==> src/rtl/shadow_dump_ctrl.sv <==
// shadow_dump_ctrl: captures words into a circular shadow buffer, then on
// request dumps the buffer oldest-first over CH serial channels, where each
// channel carries one S-bit slice of every word, LSB first.
module shadow_dump_ctrl #(
  parameter int unsigned DATA_W = 64,
  parameter int unsigned DEPTH  = 8,
  parameter int unsigned CH     = 2,
  parameter int unsigned WRAP   = 1
) (
  input  logic                   sh_clk,
  input  logic                   sh_rst_l,
  input  logic                   c_en,
  input  logic                   cap_vld,
  input  logic [DATA_W-1:0]      cap_data,
  input  logic [CH-1:0]          dump_en,
  output logic [CH-1:0]          ch_out,
  output logic [CH-1:0]          ch_out_vld,
  output logic [CH-1:0]          ch_out_done,
  output logic [$clog2(DEPTH):0] buf_count,
  output logic                   buf_overflow,
  output logic                   dump_busy
);

  localparam int unsigned S  = DATA_W / CH;
  localparam int unsigned AW = $clog2(DEPTH);
  localparam int unsigned CW = AW + 1;
  localparam int unsigned BW = (S > 1) ? $clog2(S) : 1;

  typedef enum logic [1:0] {
    CAPTURE,
    LOAD,
    SHIFT,
    DONE
  } state_e;

  state_e            state_q, state_d;
  logic [AW-1:0]     wr_ptr_q, wr_ptr_d;
  logic [AW-1:0]     base_q, base_d;
  logic [AW-1:0]     rd_ptr_q, rd_ptr_d;
  logic [CW-1:0]     cnt_q, cnt_d;
  logic [CW-1:0]     words_q, words_d;
  logic [BW-1:0]     bit_q, bit_d;
  logic [CH-1:0]     mask_q, mask_d;
  logic [CH-1:0]     out_q, out_d;
  logic [CH-1:0]     vld_q, vld_d;
  logic [CH-1:0]     done_q, done_d;
  logic              ovf_q, ovf_d;
  logic              busy_q, busy_d;

  logic [DATA_W-1:0] mem [DEPTH];
  logic              mem_we;
  logic [DATA_W-1:0] cur_word;
  logic [S-1:0]      bit_sel;
  logic [CH-1:0]     cur_bits;
  logic              cap_fire;

  assign cap_fire = c_en & cap_vld;
  assign cur_word = mem[rd_ptr_q];
  assign bit_sel  = S'(1) << bit_q;

  // Pick the current bit of each channel's slice of the word being dumped.
  for (genvar gk = 0; gk < CH; gk++) begin : g_slice
    assign cur_bits[gk] = |(cur_word[gk*S +: S] & bit_sel);
  end

  // Next-state, pointer and registered-output computation for the FSM.
  // Outputs are computed from the current state, so they appear one edge
  // after the state they describe (vld trails SHIFT, done trails DONE).
  always_comb begin
    state_d  = state_q;
    wr_ptr_d = wr_ptr_q;
    base_d   = base_q;
    rd_ptr_d = rd_ptr_q;
    cnt_d    = cnt_q;
    words_d  = words_q;
    bit_d    = bit_q;
    mask_d   = mask_q;
    ovf_d    = ovf_q;
    busy_d   = busy_q;
    out_d    = '0;
    vld_d    = '0;
    done_d   = '0;
    mem_we   = 1'b0;

    case (state_q)
      CAPTURE: begin
        if (cap_fire) begin
          if (cnt_q < CW'(DEPTH)) begin
            mem_we   = 1'b1;
            wr_ptr_d = wr_ptr_q + 1'b1;
            cnt_d    = cnt_q + 1'b1;
          end else begin
            ovf_d = 1'b1;
            if (WRAP != 0) begin
              // Full: overwrite the oldest entry and move the read base past it.
              mem_we   = 1'b1;
              wr_ptr_d = wr_ptr_q + 1'b1;
              base_d   = base_q + 1'b1;
            end
          end
        end
        if (dump_en != '0) begin
          state_d = LOAD;
          mask_d  = dump_en;
          busy_d  = 1'b1;
        end
      end

      LOAD: begin
        words_d  = cnt_q;
        rd_ptr_d = base_q;
        bit_d    = '0;
        state_d  = (cnt_q != '0) ? SHIFT : DONE;
      end

      SHIFT: begin
        out_d = mask_q & cur_bits;
        vld_d = mask_q;
        if (bit_q == BW'(S - 1)) begin
          bit_d    = '0;
          rd_ptr_d = rd_ptr_q + 1'b1;
          words_d  = words_q - 1'b1;
          if (words_q == CW'(1)) begin
            state_d = DONE;
          end
        end else begin
          bit_d = bit_q + 1'b1;
        end
      end

      DONE: begin
        if (dump_en == '0) begin
          state_d  = CAPTURE;
          cnt_d    = '0;
          wr_ptr_d = '0;
          base_d   = '0;
          rd_ptr_d = '0;
          ovf_d    = 1'b0;
          mask_d   = '0;
          busy_d   = 1'b0;
        end else begin
          done_d = mask_q;
        end
      end

      default: state_d = CAPTURE;
    endcase
  end

  // Buffer storage; contents are not reset.
  always_ff @(posedge sh_clk) begin
    if (mem_we) begin
      mem[wr_ptr_q] <= cap_data;
    end
  end

  // FSM state, pointers and registered outputs.
  always_ff @(posedge sh_clk or negedge sh_rst_l) begin
    if (!sh_rst_l) begin
      state_q  <= CAPTURE;
      wr_ptr_q <= '0;
      base_q   <= '0;
      rd_ptr_q <= '0;
      cnt_q    <= '0;
      words_q  <= '0;
      bit_q    <= '0;
      mask_q   <= '0;
      out_q    <= '0;
      vld_q    <= '0;
      done_q   <= '0;
      ovf_q    <= 1'b0;
      busy_q   <= 1'b0;
    end else begin
      state_q  <= state_d;
      wr_ptr_q <= wr_ptr_d;
      base_q   <= base_d;
      rd_ptr_q <= rd_ptr_d;
      cnt_q    <= cnt_d;
      words_q  <= words_d;
      bit_q    <= bit_d;
      mask_q   <= mask_d;
      out_q    <= out_d;
      vld_q    <= vld_d;
      done_q   <= done_d;
      ovf_q    <= ovf_d;
      busy_q   <= busy_d;
    end
  end

  assign ch_out       = out_q;
  assign ch_out_vld   = vld_q;
  assign ch_out_done  = done_q;
  assign buf_count    = cnt_q;
  assign buf_overflow = ovf_q;
  assign dump_busy    = busy_q;

endmodule

==> config.mk <==
export PLATFORM = sky130hd
export DESIGN_NAME = shadow_dump_ctrl
export DESIGN_NICKNAME = d
export VERILOG_FILES = /design/src/rtl/shadow_dump_ctrl.sv
export SDC_FILE = /design/constraint.sdc
export NUM_CORES = 1
export LEC_CHECK = 0
export CAP_MARGIN = 20
export CELL_PAD_IN_SITES_DETAIL_PLACEMENT = 0
export CELL_PAD_IN_SITES_GLOBAL_PLACEMENT = 1
export CORE_AREA = 4 4 219 264
export DETAILED_ROUTE_END_ITERATION = 8
export DIE_AREA = 0 0 223 268
export GPL_ROUTABILITY_DRIVEN = 0
export HOLD_SLACK_MARGIN = 0.03
export PLACE_DENSITY = 0.6
export RECOVER_POWER = 100
export SYNTH_ARGS = -nofsm -noshare
export SYNTH_HDL_FRONTEND = slang
export SYNTH_SLANG_ARGS = --single-unit
==> constraint.sdc <==
create_clock -name sh_clk -period 20 [get_ports sh_clk]
set_input_delay 5 -clock sh_clk [delete_from_list [all_inputs] [get_ports sh_clk]]
set_output_delay 5 -clock sh_clk [all_outputs]
set_load 0.02 [all_outputs]
==> results.toml, run 1 <==
[clocking]
clock_path_buffers = 3
clk_latency_ns = 0.60
htreeDepth = 2
cts_root_buffer = "clkbuf_16"
cts_resized = 0
clk_pin_slew_ns = 0.06
postCtsSetupRepairBufs = 0
cts_tree = "built"
holdBufCountCts = 0
clock_sinks = 546
numCtsBuffers = 54

[routing]
via_per_inst = 5.418
first_iter_violations = 823
drc = 0
drtAntennaViolNets = 0
wirelength_um = 53570
vias = 11490
dr.pass1.iters = 5
wl_per_cell_um = 25.26

[pwr]
power_density_nw_per_um2 = 127.1
peakVddDrop_mv = 0.09479
switching_power_uw = 951.9
p_comb_share_pct = 25.2
seqPwrFrac_pct = 42.7
clkPwrFrac_pct = 32.1
p_leak_uw = 0.008479
p_int_uw = 2263
swShare_pct = 29.61

[global_route]
grt_max_degree = 65
grt_use_total_pct = 17.78
grt_pass1_vias = 11910
grt_remaining_overflow = 0
grt_pass1_wl_um = 79050
grt_antenna_before_repair = 0

[synthesis]
synth_area_um2 = 21940
synth_cells = 1244
synthMuxAreaShare_pct = 12.97
syn_avg_cell_area_um2 = 17.64
synth-xor-area-share_pct = 0.1597
synth_nets = 1332
synth_compound_area_share_pct = 4.134
synth_area_leaders = "edfxtp_1, mux4_2, mux2i_1"
yosysTopAreaCellShare_pct = 70.07
ys.flop_type = "edfxtp_1"
ys_ff_latch = 546
synth_fa_ha_area_share_pct = 1.026
ys_seq_area_share_pct = 73.95
yosys_warnings = 0
synthSimpleGateAreaFrac_pct = 5.845
synth-async-reset-ratio_pct = 6.227
synth_top_cell_by_area = "edfxtp_1"
synth_top_family_by_area = "multiplexers"
synth.distinct_cells = 60
synth_edf_count = 512

[sta]
finalSetupViolations = 0
timing.final.hold_violations = 0
fin_setup_tns_ns = 0
timing.final.crit_share_pct = 49.96
slew_headroom_pct = -207.2
rsz0062_at_grt = "no"
finClkSkew_ns = 0.01678
finalWorstPathRequiredPeriod_ns = 9.991
fmax_mhz = 100.1
drv_slew = 674
tightest_slew_ns = 4.608

[floorplanning]
die_h_um = 268
start_util_pct = 39.53
die_w_um = 223
placementRows = 95
ios = 82
fp.dieArea_um2 = 59760
core_area_um2 = 55510

[critical_path]
worst_path_largest_cell_delay_ns = 2.44
cp.arrival_ns = 10.12
cp-end-kind = "flip-flop"
cp_max_fo = 46
path_cells = "dlygate4sd3_1 -> nand3_1 -> or2_0 -> nor2_1 -> clkbuf_1"
path_delay_family = "buffers and inverters"
worstSetupPathType = "in2reg"
startpoint_type = "primary input"
crit_required_ns = 20.13
path_buf_inv = 2
cp_slowest_cell = "clkbuf_1"

[final_layout]
n_antenna_cell = 0
stdcell_count = 2121
drive_above_1_share_pct = 11.98
fillerInstances = 4773
final_nets = 1436
area_delta_synth_final_pct = 15.23

[placement]
portBuffers = 81
placed_cells = 2018
dp_hpwl_um = 32310

[run]
maxCapViolCount = 18

[status]
violations = "max-capacitance violations, max-slew violations"
status = "finished, violations left"

[min_path]
min_path_type = "reg2reg"
## cells in the final DEF, fill, tap and decap left out, drive strengths merged, types with 3 or more instances in the layout
master / n
edfxtp: 512
mux2i: 119
nand2: 104
clkbuf: 88
dlygate4sd3: 78
mux4: 70
nor2: 56
dfrtp: 34
nand3: 32
a22oi: 31
a21oi: 30
o21ai: 22
nand4: 21
ha: 18
inv: 18
clkinv: 17
nor3: 13
nand2b: 11
buf: 10
and3: 9
a211oi: 7
a31oi: 6
o2111ai: 6
bufinv: 6
nor2b: 6
mux2: 5
a22o: 4
o22ai: 4
a311oi: 4
a2111oi: 3
o211ai: 3
nor4: 3
o31ai: 3
nor3b: 3
clkinvlp: 3
and2: 3
or2: 3
## layout make-up
type	count	area (µm²)	share of cell area (%)
inverter	17	63.81	0.2524
sequential	546	16230	64.20
tap	727	909.6	3.598
clock inverter	27	285.3	1.128
timing repair buffer	104	937.1	3.706
clock buffer	75	1534	6.067
multi-input combinational	625	5321	21.05
## synth_stat cells (4+ instances only)
cell,instances
a22oi_1,31
nand4_1,21
and3_1,9
mux2i_1,119
mux4_1,6
nand3_1,32
dfrtp_1,34
o21ai_0,21
buf_4,9
inv_1,17
nand2_1,104
a22o_1,4
o22ai_1,4
mux4_2,64
o2111ai_1,6
a31oi_1,6
buf_6,9
edfxtp_1,512
nor2b_1,6
a311oi_1,4
ha_1,18
clkbuf_1,21
mux2_2,5
buf_2,14
nor3_1,13
nand2b_1,11
a21oi_1,30
a211oi_1,7
nor2_1,56
## registers in the layout, indices dropped and copies added (netlist names)
| signal | flops |
|---|---|
| ch_out | 2 |
| buf_count | 4 |
| bit_q | 5 |
| rd_ptr_q | 3 |
| words_q | 4 |
| wr_ptr_q | 3 |
| dump_busy | 1 |
| state_q | 2 |
| buf_overflow | 1 |
| ch_out_done | 2 |
| base_q | 3 |
| mem | 512 |
| mask_q | 2 |
| ch_out_vld | 2 |
## power groups by stage
stage / clock, µW / combinational [µW] / sequential (µW)
after floorplan: 0 / 595 / 1360
after global placement: 0 / 806 / 1390
after detailed placement: 0 / 812 / 1400
after CTS: 1060 / 813 / 1370
after global routing: 1110 / 882 / 1380
final: 1030 / 810 / 1370
## cells by family after synthesis
logic type      Yosys count
flops                   546
simple gates            274
mux                     194
compound gates          135
buf+inv                  73
fa+ha+maj                18
xor+xnor                  4
## tightest hold or removal path, cell delays in order, from the launching register on
cell     delay, ns
dfrtp_1       0.33
nand2_1       0.05
o21ai_0       0.06
## worst paths after layout
| check | from | end | slack (ns) | cells after the start |
|---|---|---|---|---|
| hold reg to reg | buf_overflow | buf_overflow | 0.48 | 2 |
| setup reg to reg | rd_ptr_q[0] | ch_out[1] | 10.75 | 8 |
| setup / recovery | cap_vld | mem[2][39] | 10.01 | 5 |
| max in group asynchronous | sh_rst_l | rd_ptr_q[1] | 13.70 | 1 |
| hold / removal | buf_overflow | buf_overflow | 0.48 | 2 |
| min in group asynchronous | sh_rst_l | ch_out_vld[1] | 4.92 | 1 |
## metrics by stage
stage          total power, µW  area [µm²]  setup WS, ns  hold WS [ns]  utilization, %
3_5_place_dp              2207       23540         12.10        0.4770           42.41
2_1_floorplan             1952       21940         9.684        0.4760               -
3_3_place_gp              2201       23540         12.08        0.4673           42.41
6_report                  3214       25280         10.01        0.4801           45.55
5_1_grt                   3369       25280         9.714        0.4935           45.55
4_1_cts                   3245       25360         12.73        0.4905           45.69
## metal layers
metal / track usage [%] / share of wire [%] / vias to the layer above / routed length (µm)
li1: - / - / 5175 / -
met1: 22.90 / 42 / 5963 / 22270
met2: 31.20 / 51 / 270 / 27330
met3: 3.004 / 4.6 / 83 / 2451
met4: 5.349 / 2.8 / 0 / 1520
met5: 0 / 0 / - / 0
(Power assumes the default switching activity.)
==> inputs of run 2 (changes only) <==
- clock period: 20 -> 9.6 ns (I/O delays scaled with it)
==> results.toml, run 2 (synthesis results as in run 1) <==
[clocking]
clk_pin_slew_ns = 0.06
htreeDepth = 2
cts_tree = "built"
cts_root_buffer = "clkbuf_16"
holdBufCountCts = 0
clk_latency_ns = 0.61
postCtsSetupRepairBufs = 0
clock_path_buffers = 3
numCtsBuffers = 54
cts_resized = 0
clock_sinks = 546

[global_route]
grt_remaining_overflow = 0
grt_antenna_before_repair = 0
grt_use_total_pct = 17.66
grt_pass1_wl_um = 78900
grt_pass1_vias = 11710
grt_max_degree = 49

[pwr]
p_comb_share_pct = 25.2
p_int_uw = 4639
peakVddDrop_mv = 0.1532
swShare_pct = 30.04
clkPwrFrac_pct = 31.9
seqPwrFrac_pct = 42.8
p_leak_uw = 0.008497
power_density_nw_per_um2 = 262.4
switching_power_uw = 1992

[sta]
whs_ns = 0.4721
timing.final.crit_share_pct = 63.08
timing.final.hold_violations = 0
fin_setup_tns_ns = 0
finalWorstPathRequiredPeriod_ns = 6.055
slew_headroom_pct = -134.7
finClkSkew_ns = 0.02163
rsz0062_at_grt = "no"
finalSetupViolations = 0
fmax_mhz = 165.1
setup_ws_ns = 3.545
drv_slew = 224
tightest_slew_ns = 3.520

[routing]
drc = 0
wl_met2_um = 27940
via_per_inst = 5.423
drtAntennaViolNets = 0
vias = 11500
first_iter_violations = 863
drt-met1-wl_um = 22640
wirelength_um = 53420
highest_layer = "met4"
wl_met3_um = 1934
wl_per_cell_um = 25.20
dr.pass1.iters = 5

[run]
maxCapViolCount = 9

[status]
status = "finished, violations left"
violations = "max-capacitance violations, max-slew violations"

[final_layout]
area_delta_synth_final_pct = 15.16
final_cell_mix = "edfxtp_1, mux2i_1, nand2_1"
drive_above_1_share_pct = 12.28
top_register = "mem"
n_antenna_cell = 0
reg_top3 = "mem: 512 flops, bit_q: 5 flops"
final_common_cell = "edfxtp_1"
final_nets = 1435
largest_reg_flops = 512

[min_path]
min_path_type = "reg2reg"
hold_depth = 2

[critical_path]
startpoint_type = "flip-flop"
cp_max_fo = 44
reg2reg_depth = 7
worstSetupPathType = "reg2reg"
crit_required_ns = 10.04
cp.arrival_ns = 6.50
cp-end-kind = "flip-flop"

[floorplanning]
core_area_um2 = 55510
start_util_pct = 39.53
placementRows = 95
fp.dieArea_um2 = 59760
die_h_um = 268
ios = 82
die_w_um = 223

[placement]
dp_hpwl_um = 32700
pre_cts_ws_ns = 4.309
portBuffers = 81
## run 2: final timing paths
kind                              start            to  slack (ns)
min reg2reg                buf_overflow  buf_overflow        0.47
max                         rd_ptr_q[0]     ch_out[1]        3.54
max in group asynchronous      sh_rst_l   rd_ptr_q[1]        5.75
max reg2reg                 rd_ptr_q[0]     ch_out[1]        3.54
min                        buf_overflow  buf_overflow        0.47
min in group asynchronous      sh_rst_l  buf_count[3]        2.38
## run 2: area by class of cell
class / count / area, µm²
fill: 4768 / 30240
sequential: 546 / 16230
multi-input combinational: 625 / 5314
clock buffer: 65 / 1414
timing repair buffer: 103 / 958.4
tap: 727 / 909.6
clock inverter: 37 / 375.4
inverter: 17 / 63.81
## run 2: power groups by stage
stage | sequential (µW) | combinational, µW | clock, µW
3_3_place_gp | 2890 | 1700 | 0
6_report | 2840 | 1670 | 2120
5_1_grt | 2850 | 1810 | 2280
3_5_place_dp | 2890 | 1700 | 0
4_1_cts | 2840 | 1710 | 2170
2_1_floorplan | 2830 | 1240 | 0
## run 2: worst max-delay path, stage by stage (launching register included)
cell and delay (ns):
dfrtp_4 0.73, buf_4 0.67, clkbuf_1 2.54, mux4_2 0.76
mux2i_1 0.33, nor3_1 0.10, a2111oi_0 0.48, a41oi_1 0.21
## run 2: stage by stage
step / util [%] / cells / area (µm²) / power (µW)
after global placement: 42.41 / 2018 / 23540 / 4591
after detailed placement: 42.41 / 2018 / 23540 / 4596
final: 45.52 / 2120 / 25270 / 6631
after global routing: 45.52 / 2120 / 25270 / 6938
after floorplan: - / 1244 / 21940 / 4067
after CTS: 45.63 / 2120 / 25330 / 6724
## run 2: metal layers
metal  global-route usage, %  vias to the layer above
met5                       0                        -
met2                   31.57                      223
li1                        -                     5179
met3                   2.731                       58
met4                   3.849                        0
met1                   23.03                     6037
==> inputs of run 3 (changes only) <==
- clock period: 9.6 -> 5.8 ns (I/O delays scaled with it)
==> results.toml, run 3 (synthesis results as in run 1) <==
[final_layout]
final_nets = 1441
final_cell_mix = "edfxtp_1, mux2i_1, nand2_1"
final_common_cell = "edfxtp_1"
drive_above_1_share_pct = 12.88
reg_top3 = "mem: 512 flops, bit_q: 5 flops"
n_antenna_cell = 0
largest_reg_flops = 512
stdcell_count = 2124
top_register = "mem"
area_delta_synth_final_pct = 15.61

[critical_path]
worstSetupPathType = "in2reg"
worst_path_largest_cell_delay_ns = 1.97
regToRegStartpoint = "rd_ptr_q[1]"
startpoint_type = "primary input"
reg2reg_to = "ch_out[1]"
path_buf_inv = 2
path_cells = "dlygate4sd3_1 -> nand4_1 -> nor2_1 -> buf_4"
cp_slowest_cell = "nor2_1"
reg2reg_depth = 8
cp-end-kind = "flip-flop"
path_delay_family = "simple AND/OR/NAND/NOR gates"
cp.arrival_ns = 4.84
cp_max_fo = 20
crit_required_ns = 6.07
r2r_slack_ns = 1.30

[routing]
drtAntennaViolNets = 0
first_iter_violations = 953
via_per_inst = 5.414
dr.pass1.iters = 5
wirelength_um = 55050
vias = 11500
wl_per_cell_um = 25.92
drc = 0

[run]
maxCapViolCount = 10

[global_route]
grt_pass1_wl_um = 80540
grt_use_met2_pct = 31.70
grt_use_met3_pct = 3.092
top_usage_layer = "met2"
grt_pass1_vias = 11830
grtUsageMet1_pct = 24.01
grt_antenna_before_repair = 0
grt_use_total_pct = 18.22
grt_max_degree = 65
grt_remaining_overflow = 0

[clocking]
clk_pin_slew_ns = 0.06
postCtsSetupRepairBufs = 0
cts_tree = "built"
clock_path_buffers = 3
clk_latency_ns = 0.60
cts_resized = 0
holdBufCountCts = 0
numCtsBuffers = 56
clock_sinks = 546
cts_root_buffer = "clkbuf_16"
htreeDepth = 2

[floorplanning]
die_h_um = 268
core_area_um2 = 55510
die_w_um = 223
placementRows = 95
ios = 82
start_util_pct = 39.53
fp.dieArea_um2 = 59760

[pwr]
clkPwrFrac_pct = 31.6
p_leak_uw = 0.008526
p_comb_share_pct = 25.1
seqPwrFrac_pct = 43.3
switching_power_uw = 3322
peakVddDrop_mv = 0.2788
swShare_pct = 30.29
power.total_uw = 10970
p_int_uw = 7645
power_density_nw_per_um2 = 432.3

[sta]
timing.final.hold_violations = 0
fin_setup_tns_ns = 0
rsz0062_at_grt = "no"
drv_slew = 323
finClkSkew_ns = 0.02537
slew_headroom_pct = -66.52
finalSetupViolations = 0
tightest_slew_ns = 2.489
timing.final.crit_share_pct = 78.74
finalWorstPathRequiredPeriod_ns = 4.567
fmax_mhz = 219.0

[status]
status = "finished, violations left"
violations = "max-capacitance violations, max-slew violations"

[min_path]
hold_end = "buf_overflow"
holdCritStartpoint = "buf_overflow"
min_path_type = "reg2reg"
hold_depth = 2

[placement]
placed_cells = 2021
dp_hpwl_um = 33690
portBuffers = 81
[run 3: cell types whose count changed in the layout (fill, tap and decap cells not counted), sizes merged]
cell / previous run / this run
clkinvlp: 1 / 2
bufinv: 7 / 5
clkinv: 29 / 25
buf: 19 / 22
clkbuf: 69 / 75
[run 3: stage by stage]
step / hold WS, ns / utilization, % / setup WS (ns) / area [µm²]
after floorplan: 0.4760 / - / 0.7711 / 21950
after global placement: 0.4761 / 42.64 / 1.702 / 23670
after detailed placement: 0.4779 / 42.65 / 1.715 / 23680
after CTS: 0.4917 / 45.80 / 2.054 / 25430
after global routing: 0.5180 / 45.70 / 0.9832 / 25370
final: 0.4775 / 45.70 / 1.233 / 25370
[run 3: power groups by stage]
stage / sequential (µW) / clock [µW] / combinational (µW)
3_5_place_dp: 4830 / 0 / 2830
5_1_grt: 4780 / 3720 / 2970
4_1_cts: 4750 / 3560 / 2840
6_report: 4740 / 3470 / 2760
2_1_floorplan: 4680 / 0 / 2050
3_3_place_gp: 4830 / 0 / 2820
[run 3: routing by layer]
layer  part of all wire (%)  wire length [µm]  vias to the layer above
met1                     42             23280                     5964
met2                     51             28020                      282
met3                    4.5              2486                       65
met5                      0                 0                        -
met4                    2.3              1262                        0
li1                       -                 -                     5188
[run 3: final cells by class]
type,instances,area [µm²]
inverter,17,63.81
timing repair buffer,107,1071
sequential,546,16230
clock inverter,32,274.0
clock buffer,70,1475
multi-input combinational,625,5344
fill,4790,30140
tap,727,909.6
[run 3: worst reg2reg max path, cell delays in order, from the launching register on]
cell and delay (ns):
dfrtp_2 1.14, nor2b_1 1.38, buf_4 0.42, nand2_1 0.10
a311oi_1 0.28, a21oi_1 0.06, or4_1 0.59, nor4_1 0.23
a41oi_1 0.14
[run 3: how the worst max path moves through the flow]
stage	start	cells past startpoint	slack [ns]	end
detailed placement	cap_vld	5	1.71	mem[6][35]
global placement	c_en	5	1.70	mem[6][18]
floorplan	c_en	3	0.77	mem[2][0]
finish	cap_vld	4	1.23	mem[7][19]
CTS	rd_ptr_q[1]	8	2.05	ch_out[1]
global route	rd_ptr_q[1]	8	0.98	ch_out[1]
